### src/rtl/bus_arb.sv
// Two-requester refill arbiter: imem/dmem line fills share one external read bus.
// Round-robin on ties, abandon-drain, per-fill timeout, one RELEASE cycle between fills.
module bus_arb #(
  parameter int BLK_LEN = 58,
  parameter int LINE    = 512,
  parameter int TIMEOUT = 255
) (
  input  logic               clk,
  input  logic               rst,
  input  logic [BLK_LEN-1:0] i_addr,
  input  logic               i_rd,
  output logic [LINE-1:0]    i_rdata,
  output logic               i_dv,
  input  logic [BLK_LEN-1:0] d_addr,
  input  logic               d_rd,
  output logic [LINE-1:0]    d_rdata,
  output logic               d_dv,
  output logic [BLK_LEN-1:0] m_addr,
  output logic               m_rd,
  input  logic [LINE-1:0]    m_rdata,
  input  logic               m_dv,
  output logic [1:0]         gnt,
  output logic               bus_err
);

  typedef enum logic [1:0] {IDLE, BUSY, DRAIN, RELEASE} state_t;

  localparam logic [1:0] OWN_NONE = 2'b00;
  localparam logic [1:0] OWN_I    = 2'b01;
  localparam logic [1:0] OWN_D    = 2'b10;
  localparam logic [7:0] TO_LAST  = 8'(TIMEOUT - 1);

  state_t             state, state_nx;
  logic [1:0]         owner, owner_nx;
  logic               last_d, last_d_nx;
  logic [7:0]         cnt, cnt_nx;
  logic [BLK_LEN-1:0] addr_q, addr_nx;
  logic               err_q, err_nx;
  logic               own_rd;

  always_ff @(posedge clk or posedge rst) begin
    if (rst) begin
      state  <= IDLE;
      owner  <= OWN_NONE;
      last_d <= 1'b0;
      cnt    <= 8'd0;
      addr_q <= '0;
      err_q  <= 1'b0;
    end else begin
      state  <= state_nx;
      owner  <= owner_nx;
      last_d <= last_d_nx;
      cnt    <= cnt_nx;
      addr_q <= addr_nx;
      err_q  <= err_nx;
    end
  end

  always_comb begin
    state_nx  = state;
    owner_nx  = owner;
    last_d_nx = last_d;
    cnt_nx    = cnt;
    addr_nx   = addr_q;
    err_nx    = 1'b0;
    i_dv      = 1'b0;
    d_dv      = 1'b0;
    own_rd    = (owner == OWN_I) ? i_rd : d_rd;

    case (state)
      IDLE: begin
        // last_d low means imem was served last, so a tie goes to dmem
        if (i_rd && (!d_rd || last_d)) begin
          state_nx  = BUSY;
          owner_nx  = OWN_I;
          addr_nx   = i_addr;
          last_d_nx = 1'b0;
          cnt_nx    = 8'd0;
        end else if (d_rd) begin
          state_nx  = BUSY;
          owner_nx  = OWN_D;
          addr_nx   = d_addr;
          last_d_nx = 1'b1;
          cnt_nx    = 8'd0;
        end
      end

      BUSY, DRAIN: begin
        if (m_dv) begin
          if (state == BUSY) begin
            i_dv = (owner == OWN_I);
            d_dv = (owner == OWN_D);
          end
          state_nx = RELEASE;
          owner_nx = OWN_NONE;
        end else begin
          cnt_nx = cnt + 8'd1;
          if (cnt == TO_LAST) begin
            err_nx   = 1'b1;
            state_nx = RELEASE;
            owner_nx = OWN_NONE;
          end else if (state == BUSY && !own_rd) begin
            state_nx = DRAIN;
          end
        end
      end

      RELEASE: state_nx = IDLE;

      default: begin
        state_nx = IDLE;
        owner_nx = OWN_NONE;
      end
    endcase
  end

  assign m_rd    = (state == BUSY) || (state == DRAIN);
  assign gnt     = owner;
  assign m_addr  = addr_q;
  assign bus_err = err_q;
  assign i_rdata = m_rdata;
  assign d_rdata = m_rdata;

endmodule

### config.mk
export PLATFORM = sky130hd
export DESIGN_NAME = bus_arb
export DESIGN_NICKNAME = d
export VERILOG_FILES = /design/src/rtl/bus_arb.sv
export SDC_FILE = /design/constraint.sdc
export NUM_CORES = 1
export LEC_CHECK = 0
export CORE_AREA = 3 3 661 663
export CTS_BUF_LIST = sky130_fd_sc_hd__clkbuf_4 sky130_fd_sc_hd__clkbuf_8
export CTS_CLUSTER_DIAMETER = 50
export DETAILED_ROUTE_END_ITERATION = 10
export DIE_AREA = 0 0 664 666
export HOLD_SLACK_MARGIN = 0.06
export PLACE_DENSITY = 0.3
export SYNTH_ARGS = -nofsm -noshare
export SYNTH_HDL_FRONTEND = slang
export SYNTH_SLANG_ARGS = --single-unit
### constraint.sdc
create_clock -name clk -period 4.71 [get_ports clk]
set_input_delay 0.942 -clock clk [delete_from_list [all_inputs] [get_ports clk]]
set_output_delay 0.942 -clock clk [all_outputs]
set_load 0.05 [all_outputs]
==> parameters.txt <==
Parameter                              Value

Status
  Status    complete, no violations

Synthesis
  Cell types occupying the most area after synthesis    buf_4 (69%), dfrtp_1 (16%), mux2i_1 (5.4%), o21ai_0 (2.2%), nand2_1 (2.1%)
  Most area-hungry cell type in the Yosys netlist    buf_4
  Share of synthesized registers carrying an async set or reset    100.0%
  Share of the synthesized area in the top cell type    69.18%
  Prevailing post-synth register cell    dfrtp_1
  Synth Area per Inst    8.197 µm²
  Register area share after synthesis    16.10%
  Total number of yosys warnings    0
  Synth Instances    1365
  Post-synth net total    2004
  Post-synthesis instance area    11190 µm²
  Cell variety after synth    35
  EDFF count, synth    0
  Count of state elements after synthesis    72

Timing
  Transition time at the pin with the least slew margin    1.172 ns
  Max-Slew Margin vs Limit    21.61%
  Worst Skew    0.03454 ns
  Count of endpoints failing setup in the final report    0
  Timing-limited maximum frequency    290.6 MHz
  Post-route setup TNS    0 ns
  Minimum clock period after layout    3.441 ns
  Tcrit/Tclk final    73.07%
  Max-slew violation total from the final report    0
  Number of hold violations in the final report    0
  Setup repair after global routing missed its margin    false

CTS
  Total clock buffers created by CTS    9
  CTS tree    yes
  H-tree depth    3
  Cts-stage hold buffer count    0
  CTS root buf    clkbuf_8
  Maximum clock path buffer count    2
  Post-CTS repair timing setup buffer count    0
  Num Clock Sinks    72
  Quantity of gates resized following cts    0
  Clock insertion delay at the later pin of the skew report    0.51 ns
  CTS clk-pin slew, worst paths    0.10 ns

Worst setup path
  Startpoint-to-endpoint class of the critical path    in -> out
  Worst EP arrival    2.50 ns
  Endpoint of the worst-slack reg-to-reg timing path    state[0]$_DFFE_PP0P_
  Type of origin of the critical path    input pin
  Capturing element type of the critical path    primary output
  Worst R2R Start    state[1]$_DFFE_PP0P_
  FF-to-FF path depth    6
  Ordered list of cells on the worst path    clkdlybuf4s50_1 -> nand3_1 -> nor3b_1 -> buf_4
  Critical path peak fanout    9
  Reg2reg setup slack    2.56 ns
  Worst endpoint required time    3.77 ns
  Largest stage delay, worst path    0.67 ns
  Slowest library cell on the worst path    clkdlybuf4s50_1

Hold path
  Path class of the lowest-slack min-delay path    reg -> reg
  Min-delay src    m_addr[42]$_DFFE_PP0P_
  Min-Delay Path Depth    2
  Hold path endpoint    m_addr[42]$_DFFE_PP0P_

Power
  Worst vdd ir    268.1 µV
  Leakage    2.620 nW
  PwrDens    405.5 nW/µm²

Detailed routing
  Iteration-0 DRC count of the detailed router    436
  Remaining routing DRC violations    0
  Via count normalized by instance count    0.9515
  Antenna Nets Post-Route    0
  Number of optimization iterations in the first detailed-route pass    6
  Via total after detailed routing    5938
  WL per Instance    38.18 µm
  Overall routed net length    238300 µm

Floorplan
  # rows    241
  Width of the chip    664 µm
  # IOs    1721
  Starting Density    2.596%
  DIE HEIGHT    666 µm
  Die ar.    442200 µm²
  Core region area    430900 µm²

Global route
  Number of antenna violations at the first check in global routing    9
  First-pass GRT wire length    254300 µm
  Pin count of the biggest net entering global routing    77
  Via count of the first global-routing pass    5835
  GRT overflow    0
  GRT Total Usage    10.36%

Place
  Post-DP HPWL    226900 µm
  Placed cells    6223
  Post-Place Cell Area    12370 µm²
  Count of input and output buffers    184
  Final GP Congestion    0.6981

Final layout
  Filler cell count    51205
  Net total in the final layout    1163
  Core occupancy in the finished layout    2.912%
  Proportion of layout cells with a drive suffix above 1    13.42%
  Finished layout cell area    12550 µm²
  Number of standard cells in the final layout excluding fillers    6241
  Area growth from synthesis to layout    12.16%

Job
  Max-capacitance violation count    0
## kinds of logic after synthesis
group / synth area share (%)
buffers and inverters: 69.96
and+or+nand+nor: 3.579
AOI/OAI and AO/OA: 3.903
DFF: 16.10
muxes: 5.469
adders and majority gates: 0.6710
xor gates and xnor gates: 0.3131
## power breakdown
group / switching [mW] / internal (mW)
clock network: 0.417 / 0.200
logic: 2.63 / 0.694
registers: 0.260 / 0.890
total: 3.30 / 1.78
## layout make-up
class                      count  area, µm²  area share (%)
tap                         5710       7144           56.93
clock inverter                 6      43.79          0.3490
clock buffer                  10      131.4           1.047
sequential                    72       1802           14.36
timing repair buffer         193       1812           14.44
antenna                        2      5.005         0.03988
multi-input combinational    240       1578           12.57
inverter                       8      32.53          0.2592
## Yosys cell counts, types with 4 or more instances
cell         n
a21oi_1      4
buf_4     1031
clkbuf_1    10
dfrtp_1     72
ha_1         6
inv_1        7
mux2i_1     60
nand2_1     62
nor2_1       9
nor4_1       5
o21ai_0     49
o21ai_1     13
xnor2_1      4
## state kept, by name, indices dropped and copies added, names as in the netlist
signal,cells
last_d,1
m_addr,58
state,2
bus_err,1
cnt,8
gnt,2
## worst max-delay path: cells and delay by family
| family | cells | cell delay (ns) |
|---|---|---|
| buffers and inverters | 2 | 0.92 |
| AND/OR/NAND/NOR | 2 | 0.62 |
## cells in the final DEF, fill, tap and decap left out, types with 2 or more instances in the layout
cell type / n
a21oi_1: 4
a31oi_1: 2
buf_12: 3
buf_2: 15
buf_4: 26
clkbuf_2: 2
clkbuf_8: 9
clkdlybuf4s50_1: 147
clkinv_2: 2
clkinv_4: 2
dfrtp_1: 72
diode_2: 2
ha_1: 6
inv_1: 6
mux2i_1: 60
nand2_1: 62
nand3_1: 2
nand4_1: 3
nor2_1: 9
nor3_1: 3
nor3b_1: 2
nor4_1: 5
o21ai_0: 49
o21ai_1: 12
o21ai_4: 2
o2bb2ai_1: 3
xnor2_1: 4
## worst max path at each step
| stage | from | to | cells past startpoint |
|---|---|---|---|
| floorplan | state[0]$_DFFE_PP0P_ | d_dv | 5 |
| global placement | m_dv | d_dv | 4 |
| detailed placement | m_dv | d_dv | 4 |
| CTS | m_dv | d_dv | 4 |
| global route | m_dv | d_dv | 4 |
| finish | m_dv | d_dv | 4 |
## per-stage QoR
stage               total power, mW  setup slack, ns  hold WS [ns]
detailed placement            4.772            1.197        0.4747
CTS                           5.478            1.188        0.5043
global placement              4.773            1.215        0.4766
global route                  5.479            1.098        0.5245
finish                        5.088            1.269        0.4976
floorplan                     4.871            1.254        0.4506
## metal layers
metal / GRT usage, % / share of wire [%]
met1: 3.738 / 13
met2: 16.67 / 46
met3: 17.89 / 37
met4: 4.307 / 4.5
met5: 1.281 / 0.31
Power figures use the tool's default switching activity.
